===== src/rtl/div_32_seq.sv =====
// ============================================================================
// div_32_seq -- sequential 32-bit restoring divider for the Mini-SRC DIV
// instruction, plus the add_32 carry-lookahead adder that performs its trial
// subtraction.
//
// One quotient bit is produced per clock:
//   IDLE (start) -> 32 CALC cycles -> 1 FIX cycle -> IDLE with done pulsed.
// The quotient is written to lo and the remainder to hi. Both are held, along
// with dbz, until the next completion.
//
// Ports (div_32_seq):
//   clk       in   rising-edge clock
//   clr       in   synchronous active-high reset
//   start     in   request, only looked at while IDLE
//   dividend  in   [31:0] numerator, captured when start is accepted
//   divisor   in   [31:0] denominator, captured when start is accepted
//   busy      out  high while in CALC or FIX
//   done      out  one-cycle pulse after the results are written
//   lo        out  [31:0] quotient
//   hi        out  [31:0] remainder
//   dbz       out  divide-by-zero flag of the last completed operation
//
// Configuration macro: DIV_SIGNED_EN
//   defined   -> two's-complement operands. The quotient truncates toward zero
//                and the remainder takes the sign of the dividend.
//   undefined -> unsigned operands with no magnitude or negate logic.
// ============================================================================

// ----------------------------------------------------------------------------
// add_32 -- 32-bit adder built from eight 4-bit carry-lookahead groups. The
// carry ripples between groups.
//   a_i, b_i  in   [31:0] addends
//   cin_i     in   carry in
//   sum_o     out  [31:0] sum
//   cout_o    out  carry out
// ----------------------------------------------------------------------------
module add_32 (
    input  logic [31:0] a_i,
    input  logic [31:0] b_i,
    input  logic        cin_i,
    output logic [31:0] sum_o,
    output logic        cout_o
);

    logic [31:0] gen;
    logic [31:0] prop;
    logic [32:0] carry;

    assign gen  = a_i & b_i;
    assign prop = a_i ^ b_i;

    // Each group resolves its four internal carries directly from the group's
    // carry-in, so the delay inside a group is flat.
    always_comb begin
        carry    = '0;
        carry[0] = cin_i;
        for (int grp = 0; grp < 8; grp++) begin
            carry[4*grp+1] = gen[4*grp]
                           | (prop[4*grp] & carry[4*grp]);
            carry[4*grp+2] = gen[4*grp+1]
                           | (prop[4*grp+1] & gen[4*grp])
                           | (prop[4*grp+1] & prop[4*grp] & carry[4*grp]);
            carry[4*grp+3] = gen[4*grp+2]
                           | (prop[4*grp+2] & gen[4*grp+1])
                           | (prop[4*grp+2] & prop[4*grp+1] & gen[4*grp])
                           | (prop[4*grp+2] & prop[4*grp+1] & prop[4*grp] & carry[4*grp]);
            carry[4*grp+4] = gen[4*grp+3]
                           | (prop[4*grp+3] & gen[4*grp+2])
                           | (prop[4*grp+3] & prop[4*grp+2] & gen[4*grp+1])
                           | (prop[4*grp+3] & prop[4*grp+2] & prop[4*grp+1] & gen[4*grp])
                           | (prop[4*grp+3] & prop[4*grp+2] & prop[4*grp+1] & prop[4*grp] & carry[4*grp]);
        end
    end

    assign sum_o  = prop ^ carry[31:0];
    assign cout_o = carry[32];

endmodule

// ----------------------------------------------------------------------------
// div_32_seq -- top level of the divider
// ----------------------------------------------------------------------------
module div_32_seq (
    input  logic        clk,
    input  logic        clr,
    input  logic        start,
    input  logic [31:0] dividend,
    input  logic [31:0] divisor,
    output logic        busy,
    output logic        done,
    output logic [31:0] lo,
    output logic [31:0] hi,
    output logic        dbz
);

    typedef enum logic [1:0] {
        IDLE = 2'd0,
        CALC = 2'd1,
        FIX  = 2'd2
    } state_t;

    state_t      state_q, state_d;

    logic [31:0] partRem_q, partRem_d;
    logic [31:0] quo_q, quo_d;
    logic [31:0] dvsr_q, dvsr_d;
    logic [4:0]  count_q, count_d;
    logic [31:0] lo_q, lo_d;
    logic [31:0] hi_q, hi_d;
    logic        dbz_q, dbz_d;
    logic        dbzRun_q, dbzRun_d;
    logic        done_q, done_d;

    logic [31:0] dividendMag;
    logic [31:0] divisorMag;
    logic [31:0] quoFix;
    logic [31:0] remFix;
    logic [31:0] remShift;
    logic [31:0] trialDiff;
    logic        trialCout;
    logic        noBorrow;

`ifdef DIV_SIGNED_EN
    logic signQ_q;
    logic signR_q;

    // The result signs are captured together with the operands. They are
    // only loaded when a start is accepted.
    always_ff @(posedge clk) begin
        if (clr) begin
            signQ_q <= 1'b0;
            signR_q <= 1'b0;
        end else if (state_q == IDLE && start) begin
            signQ_q <= dividend[31] ^ divisor[31];
            signR_q <= dividend[31];
        end
    end

    assign dividendMag = dividend[31] ? (32'd0 - dividend) : dividend;
    assign divisorMag  = divisor[31]  ? (32'd0 - divisor)  : divisor;

    // On a divide by zero the all-ones quotient is passed through unsigned.
    // The remainder is still re-signed, which reproduces the dividend exactly
    // as it was captured.
    assign quoFix = (signQ_q && !dbzRun_q) ? (32'd0 - quo_q) : quo_q;
    assign remFix = signR_q ? (32'd0 - partRem_q) : partRem_q;
`else
    assign dividendMag = dividend;
    assign divisorMag  = divisor;
    assign quoFix      = quo_q;
    assign remFix      = partRem_q;
`endif

    // The next dividend bit moves from the top of Q into the bottom of R.
    assign remShift = {partRem_q[30:0], quo_q[31]};

    // The trial subtraction is R_shifted + ~D + 1.
    add_32 trialSub (
        .a_i    (remShift),
        .b_i    (~dvsr_q),
        .cin_i  (1'b1),
        .sum_o  (trialDiff),
        .cout_o (trialCout)
    );

    // The shifted remainder is really 33 bits wide. If the bit shifted out of
    // R was set, the value is at least 2^32 and always exceeds the divisor,
    // even when the 32-bit subtraction reports a borrow.
    assign noBorrow = trialCout | partRem_q[31];

    // State register
    always_ff @(posedge clk) begin
        if (clr) begin
            state_q <= IDLE;
        end else begin
            state_q <= state_d;
        end
    end

    // Next-state logic. CALC exits after the iteration in which the counter
    // reads 31, which gives exactly 32 iterations.
    always_comb begin
        state_d = state_q;
        case (state_q)
            IDLE:    if (start) state_d = CALC;
            CALC:    if (count_q == 5'd31) state_d = FIX;
            FIX:     state_d = IDLE;
            default: state_d = IDLE;
        endcase
    end

    // Output and datapath logic. busy decodes directly from the state. The
    // datapath registers update only in the state that owns them.
    always_comb begin
        busy      = (state_q != IDLE);
        partRem_d = partRem_q;
        quo_d     = quo_q;
        dvsr_d    = dvsr_q;
        count_d   = count_q;
        lo_d      = lo_q;
        hi_d      = hi_q;
        dbz_d     = dbz_q;
        dbzRun_d  = dbzRun_q;
        done_d    = 1'b0;
        case (state_q)
            IDLE: begin
                if (start) begin
                    partRem_d = '0;
                    quo_d     = dividendMag;
                    dvsr_d    = divisorMag;
                    count_d   = '0;
                    dbzRun_d  = (divisor == 32'd0);
                end
            end
            CALC: begin
                partRem_d = noBorrow ? trialDiff : remShift;
                quo_d     = {quo_q[30:0], noBorrow};
                count_d   = count_q + 5'd1;
            end
            FIX: begin
                lo_d   = quoFix;
                hi_d   = remFix;
                dbz_d  = dbzRun_q;
                done_d = 1'b1;
            end
            default: ;
        endcase
    end

    // Datapath registers. A clear aborts any operation in flight and wipes the
    // visible results.
    always_ff @(posedge clk) begin
        if (clr) begin
            partRem_q <= '0;
            quo_q     <= '0;
            dvsr_q    <= '0;
            count_q   <= '0;
            lo_q      <= '0;
            hi_q      <= '0;
            dbz_q     <= 1'b0;
            dbzRun_q  <= 1'b0;
            done_q    <= 1'b0;
        end else begin
            partRem_q <= partRem_d;
            quo_q     <= quo_d;
            dvsr_q    <= dvsr_d;
            count_q   <= count_d;
            lo_q      <= lo_d;
            hi_q      <= hi_d;
            dbz_q     <= dbz_d;
            dbzRun_q  <= dbzRun_d;
            done_q    <= done_d;
        end
    end

    assign done = done_q;
    assign lo   = lo_q;
    assign hi   = hi_q;
    assign dbz  = dbz_q;

endmodule


===== config.mk =====
export PLATFORM = sky130hd
export DESIGN_NAME = div_32_seq
export DESIGN_NICKNAME = d
export VERILOG_FILES = /design/src/rtl/div_32_seq.sv
export SDC_FILE = /design/constraint.sdc
export NUM_CORES = 1
export LEC_CHECK = 0
export ABC_CLOCK_PERIOD_IN_PS = 2600
export BUFFER_PORTS_ARGS = -buffer_cell sky130_fd_sc_hd__buf_2
export CORE_MARGIN = 2
export CORE_UTILIZATION = 44
export CTS_CLUSTER_DIAMETER = 100
export DETAILED_ROUTE_END_ITERATION = 6
export PLACE_DENSITY = 0.77
export SLEW_MARGIN = 20
export SYNTH_ARGS = -nofsm -noshare
export SYNTH_HDL_FRONTEND = slang
export SYNTH_SLANG_ARGS = --single-unit

===== constraint.sdc =====
create_clock -name clk -period 2.6 [get_ports clk]
set_input_delay 0.26 -clock clk [delete_from_list [all_inputs] [get_ports clk]]
set_output_delay 0.26 -clock clk [all_outputs]
set_load 0.01 [all_outputs]

---- After elaboration in Yosys (flattened, before gate mapping) ----
Index checks and enable logic that the tools add are counted.
storage, ports and cells
  memories ................................ 0
  logic and storage cells ................. 243
  input port bits ......................... 67
  ROM bits ................................ 0
  output and inout port bits .............. 67
  flip-flop bits (word level) ............. 170
  bits in writable memories ............... 0
  bits in latches ......................... 0
operators by class
  add/sub/neg operators ................... 1
  mux-type cells .......................... 11
  div/mod/pow operators ................... 0
  eq/ne operators ......................... 5
  reduce and logical (&&, ||, !) cells .... 7
  $lt $le $gt $ge ......................... 0
  bitwise logic cells ..................... 209
  multiply operators ...................... 0
  shift operators ......................... 0
operator list
  operator               number
  $pmux W32 S2           2
  $and A1 B1 Y1          124
  $mux W32               3
  $or A1 B1 Y1           81
  $xor A32 B32 Y32       2
  $and A32 B32 Y32       1
  $logic_not A32 Y1      1
  $not A32 Y32           1
  $pmux W5 S2            1
  $reduce_and A2 Y1      3
  $add A5 B1 Y5 const B  1
  $eq A5 B5 Y1 const B   1
  $mux W5                1
  $mux W2                2
  $ne A2 B2 Y1 const B   2
  $pmux W2 S2            1
  $reduce_bool A2 Y1     2
  $eq A2 B1 Y1 const B   1
  $eq A2 B2 Y1 const B   1
  $logic_not A2 Y1       1
  $mux W1                1

---- Logic depth before layout (Yosys ltp) ----
Gate-level depths: netlist (run 1).
  depth after elaboration ................. 24
  depth in mapped cells ................... 12
  gate-level depth less buffers ........... 12

---- By module ----
A second synthesis (run 1) with hierarchy kept.
second synthesis, totals
  cell total of the unflattened synthesis .. 1065
  area total of the unflattened synthesis .. 8608.3 µm²
by module, submodules not included
  module      area each (µm²)  instances  cells each
  div_32_seq  7228.2           1          905
  add_32      1380.1           1          160

---- Least setup slack after synthesis (run 1) ----
OpenSTA, ideal clock, no wires.
  kind .................................... flip-flop to flip-flop
  from .................................... reg dvsr_q[0]
  to ...................................... reg partRem_q[28]
  path buffers ............................ 0
  clock period less this slack ............ 2.625 ns
  slack ................................... -0.025 ns
  arrival time ............................ 2.556 ns
  data required time ...................... 2.531 ns
  library setup time ...................... 0.069 ns
  stages on the path, launching flop included .. 12
  cells stage by stage .................... dfxtp_1 inv_1 ha_1 o21ai_0 a22oi_2 a221oi_4 o21a_4 o21ai_4 inv_2 fa_1 mux2_1 o21ai_1
on the way
  word-level cells in the longest chain between the ends .. 22
ends and longest elaborated chain
  what                    line  text
  start, declared         106   logic [31:0] dvsr_q, dvsr_d;
  start signal, assigned  246   dvsr_q <= dvsr_d;
  $not A32 Y32 *          160   .b_i (~dvsr_q),
  $and A32 B32 Y32        49    assign gen = a_i & b_i;
  $and A1 B1 Y1           70    | (prop[4*grp+3] & prop[4*grp+2] & prop[4*grp+1] & gen[4*grp])
  $or A1 B1 Y1            70
  $or A1 B1 Y1 *          71    | (prop[4*grp+3] & prop[4*grp+2] & prop[4*grp+1] & prop[4*grp] & carry[4*grp]);
  $and A1 B1 Y1 *         71
  $or A1 B1 Y1 *          71
  $and A1 B1 Y1 *         71
  (+6 left out)           n/a
  $or A1 B1 Y1 *          71
  $and A1 B1 Y1 *         71
  $or A1 B1 Y1 *          71
  $and A1 B1 Y1           71
  $or A1 B1 Y1            71
  $or A1 B1 Y1            169   assign noBorrow = trialCout | partRem_q[31];
  $mux W32 *              216   partRem_d = noBorrow ? trialDiff : remShift;
  $pmux W32 S2 *          205   case (state_q)
  end signal, assigned    244   partRem_q <= partRem_d;
  end, declared           104   logic [31:0] partRem_q, partRem_d;
Every way passes the cells marked *; elsewhere a longest branch is shown, timed or not.
A chain may end at the register's enable or synchronous reset.

---- Final worst setup path (run 1) ----
  from .................................... reg dvsr_q[5]
  to ...................................... reg partRem_q[0]
on the way
  word-level cells in the longest chain between the ends .. 21
ends and longest elaborated chain
  what                                                  line        text
  $not A32 Y32 *                                        160
  $and A32 B32 Y32 or $xor A32 B32 Y32 (tied branches)  49, 50
  $and A1 B1 Y1 (on tied branches)                      69, 70, 71
  $or A1 B1 Y1, or another cell as far along            69          | (prop[4*grp+3] & prop[4*grp+2] & gen[4*grp+1])
  $or A1 B1 Y1 or $and A1 B1 Y1 (tied branches)         70, 71
  $or A1 B1 Y1 *                                        71
  $and A1 B1 Y1 *                                       71
  $or A1 B1 Y1 *                                        71
  (+5 left out)                                         n/a
  $or A1 B1 Y1 *                                        71
  $and A1 B1 Y1 *                                       71
  $or A1 B1 Y1 *                                        71
  $and A1 B1 Y1 *                                       71
  $or A1 B1 Y1 *                                        71
  $or A1 B1 Y1 *                                        169
  $mux W32 *                                            216
  $pmux W32 S2 *                                        205
Marked as above.

==> results of run 1 <==
-- critical path: cells and delay by family (launching register included) --
kind / cells / cell delay, ns
flops: 1 / 0.34
compound gates: 7 / 1.33
buf+inv: 4 / 0.45
mux: 1 / 0.30
fa+ha+maj: 1 / 0.22
-- worst min-delay path by stage --
stage,startpoint,end,slack [ns],cells past startpoint
2_1_floorplan,divisor[10],dvsr_q[10],0.40,2
3_3_place_gp,hi[22],hi[22],0.44,2
3_5_place_dp,hi[22],hi[22],0.44,2
4_1_cts,clr,state_q[0],0.05,2
5_1_grt,clr,dvsr_q[11],0.06,2
6_report,clr,dvsr_q[11],0.06,2
-- routing by layer --
layer / up-vias / global-route usage (%) / share of wire (%)
met5: - / 0 / 0.059
met4: 2 / 10.7 / 2.8
met3: 50 / 5.01 / 5.3
met2: 218 / 38.6 / 49
met1: 3561 / 28.2 / 43
li1: 3709 / - / -
-- area by class of cell --
type                            count  area, um2  share of cell area (%)
Sequential cell                   170       3420                    33.2
Clock inverter                     14        135                    1.31
Clock buffer                       17        425                    4.13
Tap cell                          225        282                    2.73
Multi-Input combinational cell    720       4460                    43.3
Timing Repair Buffer              222       1420                    13.8
Inverter                           41        154                    1.49
-- synth_stat cells, drive strengths merged (3+ instances only) --
| cell | instances | area [um2] |
|---|---|---|
| a21oi | 115 | 576 |
| xnor2 | 10 | 87.6 |
| nand4 | 8 | 50.1 |
| xor2 | 11 | 96.3 |
| a221oi | 3 | 43.8 |
| nor2b | 3 | 18.8 |
| inv | 41 | 154 |
| nand2 | 301 | 1130 |
| nor2 | 55 | 206 |
| fa | 7 | 140 |
| mux2i | 29 | 290 |
| buf | 13 | 71.3 |
| nor4 | 9 | 56.3 |
| nand3 | 4 | 20.0 |
| dfxtp | 170 | 3400 |
| a211oi | 4 | 35.0 |
| o211ai | 3 | 22.5 |
| a21o | 5 | 37.5 |
| nor3 | 8 | 40.0 |
| nand2b | 5 | 31.3 |
| o21ai | 45 | 236 |
| a311oi | 31 | 272 |
| clkbuf | 49 | 184 |
| a22oi | 3 | 27.5 |
| ha | 35 | 438 |
-- power by group through the flow --
stage	Sequential, mW	Clock (mW)	Combinational, mW
2_1_floorplan	3.16	0	5.19
3_3_place_gp	3.15	0	6.79
3_5_place_dp	3.16	0	7.05
4_1_cts	3.15	2.52	8.35
5_1_grt	3.21	2.63	10.2
6_report	3.18	2.48	9.56
-- kinds of logic after synthesis --
kind of cell    share of synthesized area, %
mux                                     3.96
simple gates                            20.6
buf+inv                                 5.18
compound gates                          17.5
flops                                   43.1
xor+xnor                                2.33
fa+ha+maj                               7.32
-- stage by stage --
stage	TNS [ns]	setup slack [ns]	area [um2]
after floorplan	0	0.0217	7900
after global placement	-1.78	-0.138	9180
after detailed placement	-4.57	-0.207	9180
after CTS	-0.221	-0.0399	10100
after global routing	-3.70	-0.183	10300
final	-0.586	-0.108	10300
-- timing repair --
action	CTS	global route
gates cloned	1	0
buffers inserted	9	8
endpoints found under the setup margin	33	33
endpoints found under the hold margin	0	0
pin swaps	21	8
gates resized for setup	47	35
-- flip-flops by register name (all words and copies together), names as in the netlist --
register	count
count_q	5
dbz	1
dbzRun_q	1
done	1
dvsr_q	32
hi	32
lo	32
partRem_q	32
quoFix	32
state_q	2
-- cell usage in the layout (no fill, tap or decap), types with 17 or more instances in the layout --
cell type	netlist	final
ha_1	35	17
nand2_1	301	300
buf_4	0	79
o21ai_1	31	33
a311oi_1	31	31
a21oi_1	115	114
dfxtp_1	170	154
ha_4	0	18
buf_2	0	132
inv_1	40	32
mux2i_1	29	24
clkbuf_16	0	17
nor2_1	55	55
==> summary.txt, run 1 <==
Status
  – Outcome: finished, violations left
  – Failing checks: setup timing

Floorplan
  – Chip height: 138 um
  – Die area: 0.0190 mm2
  – Initial Utilization: 45.3%
  – Die width: 138 um
  – Core ar.: 0.0174 mm2
  – Num ports: 134
  – Row count: 48

Drt
  – WL final: 21.9 mm
  – Routed Antenna Nets: 0
  – Drt wl/cell: 15.6 um
  – First-iteration detailed-routing DRC count: 561
  – Via count: 7540
  – First-pass iteration count of the detailed router: 5
  – Post-route DRC: 0
  – Via/cell ratio: 5.35

Clock network
  – CTS tree: done
  – H-tree depth: 4
  – Clock root cell: clkbuf_16
  – Clk sink count: 170
  – CTS Buffer Depth: 2
  – Clk_lat worst skew: 0.44 ns
  – CTS Hold Bufs: 0
  – CTS clk-pin slew, worst paths: 0.07 ns
  – Total CTS buffers: 17

Synthesis
  – Mapped Cells: 993
  – Avg Cell Area, Syn: 7.95 um2
  – Ys flop type: dfxtp_1
  – Seq/Total Area, Yosys: 43.1%
  – Post-synth EDFFs: 0
  – Flops & latches, synth: 170
  – Post-Syn Area: 0.00790 mm2
  – Post-synth cell types: 52
  – Post-synth ARST share: 0%
  – Mapped Nets: 1102
  – Yosys warns: 0

Global route
  – Total congestion overflow: 0
  – Pin count of the biggest net entering global routing: 83
  – Total track usage: 23.0%
  – Initial antenna violation count: 1
  – Number of global-route vias before repair: 7299
  – First-pass GRT wire length: 34.3 mm

Final layout
  – Fillers: 1525
  – Antenna cells: 0
  – Area added between synthesis and finish: 30.4%
  – Total Nets Final: 1281
  – Share of layout cells above drive strength 1: 28.0%
  – Final design utilization: 59.1%
  – Layout Cells excl Fill: 1409

Worst setup path
  – R2r setup slk: -0.11 ns
  – Worst Path Required: 2.96 ns
  – Worst Setup SP: dvsr_q[5]
  – Slowest CP cell: a221oi_4
  – Crit Reg-Reg Startpoint: dvsr_q[5]
  – Worst path most repeated cell: inv_2
  – Crit path kind: register to register
  – CP Launch Type: register
  – R2R depth: 13
  – Worst Setup End Kind: register
  – Crit-path cells: inv_2, ha_4, a211oi_4, o21bai_2, a221oi_4, o21a_4, o21ai_4, inv_2, o2111ai_4, buf_6, buf_4, mux2_4, o21ai_2
  – WP data arrival: 3.07 ns
  – Crit path max fanout: 5
  – Worst R2R End: partRem_q[0]
  – Worst Setup EP: partRem_q[0]
  – Crit path largest cell delay: 0.44 ns

Pwr
  – Power Density: 1480 mW/mm2
  – Internal Power: 9.35 mW
  – Maximum vdd ir drop: 0.839 mV
  – Clock group share of total power: 16.3%
  – Leak: 4.17 nW
  – Sw Ratio: 38.6%
  – Power, Total: 15.2 mW
  – Psw: 5.87 mW
  – Combinational share of power: 62.8%
  – Reg power frac: 20.9%

STA
  – Setup Viol. Count Final: 16
  – Setup ws final: -0.108 ns
  – Final Max Tran Viols: 0
  – Fmax achieved: 0.369 GHz
  – Max_slew headroom: 39.9%
  – Tmin final: 2.71 ns
  – Period utilization: 104%
  – Final Hold Vio Count: 0
  – Skew final: 0.0170 ns
  – Unrepaired setup endpoints after global routing: true
  – Slew at the pin closest to its max-slew limit: 0.901 ns
  – Worst hold slack: 0.0646 ns

Hold path
  – Hold Path Class: primary input to register

Placed design
  – Post-DP HPWL: 14.0 mm
  – GPL Wtd Cong: 0.857
  – Cell count after placement: 1360
  – I/O Buffers: 133

Flow run
  – Max-cap violations: 0
(Power assumes the default switching activity.)
==> run 2: changes to the inputs <==
- RECOVER_POWER: not set -> 50
==> run 2 against run 1 <==
Against the previous run: the run still ends with setup timing left; non-clock buffer count unchanged; largest power group unchanged; worst setup slack better by 0.0013 ns; count of clock-buffer cells in the layout unchanged.
==> summary.txt, run 2 (synthesis results as in run 1) <==
Global route
  – Pin count of the biggest net entering global routing: 83
  – Initial antenna violation count: 1
  – Number of global-route vias before repair: 7299
  – Total track usage: 23.0%
  – First-pass GRT wire length: 34.3 mm
  – Total congestion overflow: 0

Pwr
  – Power Density: 1490 mW/mm2
  – Sw Ratio: 38.6%
  – Clock group share of total power: 16.3%
  – Combinational share of power: 62.8%
  – Power, Total: 15.2 mW
  – Psw: 5.86 mW
  – Leak: 3.86 nW
  – Internal Power: 9.34 mW
  – Maximum vdd ir drop: 0.842 mV
  – Reg power frac: 20.9%

Floorplan
  – Chip height: 138 um
  – Die area: 0.0190 mm2
  – Row count: 48
  – Num ports: 134
  – Die width: 138 um
  – Core ar.: 0.0174 mm2
  – Initial Utilization: 45.3%

Clock network
  – CTS clk-pin slew, worst paths: 0.07 ns
  – H-tree depth: 4
  – Clk_lat worst skew: 0.44 ns
  – Total CTS buffers: 17
  – CTS Hold Bufs: 0
  – CTS tree: done
  – Clk sink count: 170
  – Clock root cell: clkbuf_16
  – CTS Buffer Depth: 2

Drt
  – Via count: 7565
  – Via/cell ratio: 5.37
  – WL final: 22.0 mm
  – First-pass iteration count of the detailed router: 5
  – Routed Antenna Nets: 0
  – Drt wl/cell: 15.6 um
  – First-iteration detailed-routing DRC count: 546
  – Post-route DRC: 0

Final layout
  – Commonest non-fill, non-tap cells in the layout: 301 x nand2_1, 154 x dfxtp_1, 114 x a21oi_1
  – Share of layout cells above drive strength 1: 22.1%
  – Total Nets Final: 1281
  – Final design utilization: 58.5%
  – Area added between synthesis and finish: 29.0%
  – Antenna cells: 0
  – Most common cell after layout, fill and taps aside: nand2_1

Hold path
  – Hold Path Class: primary input to register
  – Hold Crit Start: clr

STA
  – Final Max Tran Viols: 0
  – Setup ws final: -0.107 ns
  – Slew at the pin closest to its max-slew limit: 1.40 ns
  – Unrepaired setup endpoints after global routing: true
  – Skew final: 0.0160 ns
  – Final Hold Vio Count: 0
  – Max_slew headroom: 6.57%
  – Setup Viol. Count Final: 17
  – Worst hold slack: 0.0649 ns
  – Fmax achieved: 0.369 GHz
  – Period utilization: 104%
  – Tmin final: 2.71 ns

Worst setup path
  – Crit Reg-Reg Startpoint: dvsr_q[5]
  – Crit path max fanout: 5
  – Crit path kind: register to register
  – WP data arrival: 3.07 ns
  – Worst Setup SP: dvsr_q[5]
  – Worst Path Required: 2.96 ns
  – CP Launch Type: register
  – Worst Setup End Kind: register

Placed design
  – Post-DP HPWL: 14.0 mm
  – GPL Wtd Cong: 0.857
  – I/O Buffers: 133

Status
  – Failing checks: setup timing
  – Outcome: finished, violations left

Flow run
  – Max-cap violations: 0
[run 2: cell count changes in the layout (fill, tap and decap cells not counted), moves of 2 or more]
| cell | before | now |
|---|---|---|
| clkbuf_2 | 0 | 2 |
| clkbuf_1 | 0 | 68 |
| buf_2 | 132 | 65 |
| buf_4 | 79 | 77 |
[run 2: cell type report]
type | count | area [um2]
Fill cell | 1561 | 7230
Multi-Input combinational cell | 720 | 4460
Sequential cell | 170 | 3420
Timing Repair Buffer | 222 | 1320
Clock buffer | 17 | 425
Tap cell | 225 | 282
Inverter | 41 | 154
Clock inverter | 14 | 135
[run 2: final timing paths]
check,endpoint,slack (ns),depth (start not counted)
setup reg to reg,partRem_q[0],-0.11,13
hold reg to reg,dbz,0.45,2
setup / recovery,partRem_q[0],-0.11,13
hold / removal,state_q[0],0.06,2
[run 2: layer usage]
metal	part of all wire [%]	global-route usage (%)	vias to the layer above	routed length, um
li1	-	-	3711	-
met1	43	28.2	3570	9420
met2	49	38.6	224	10800
met3	5.2	5.01	58	1140
met4	2.8	10.7	2	620
met5	0.059	0	-	13
[run 2: power groups by stage]
stage	Sequential [mW]	Clock, mW	Combinational, mW
floorplan	3.16	0	5.19
global placement	3.15	0	6.79
detailed placement	3.16	0	7.05
global route	3.21	2.63	10.2
finish	3.18	2.48	9.55
CTS	3.15	2.52	8.35
[run 2: worst max-delay path, stage by stage (launching register included)]
cell and delay [ns]:
dfxtp_2 0.34, inv_2 0.04, ha_4 0.22, a211oi_4 0.22, o21bai_2 0.13, a221oi_4 0.44
o21a_4 0.21, o21ai_4 0.07, inv_2 0.10, o2111ai_4 0.14, buf_6 0.18, buf_4 0.13
mux2_4 0.30, o21ai_2 0.12
[run 2: through the flow]
step / setup TNS (ns) / instances / setup slack, ns / instance area (um2)
after floorplan: 0 / 993 / 0.0217 / 7900
after global placement: -1.78 / 1360 / -0.138 / 9180
after detailed placement: -4.57 / 1360 / -0.207 / 9180
after CTS: -0.221 / 1401 / -0.0399 / 10100
after global routing: -4.15 / 1409 / -0.183 / 10200
final: -0.553 / 1409 / -0.107 / 10200
[run 2: timing repair]
action / CTS / global route
setup endpoints to repair: 33 / 33
cloned: 1 / 0
buffers inserted: 9 / 8
pin swaps: 21 / 8
resized for setup: 47 / 35
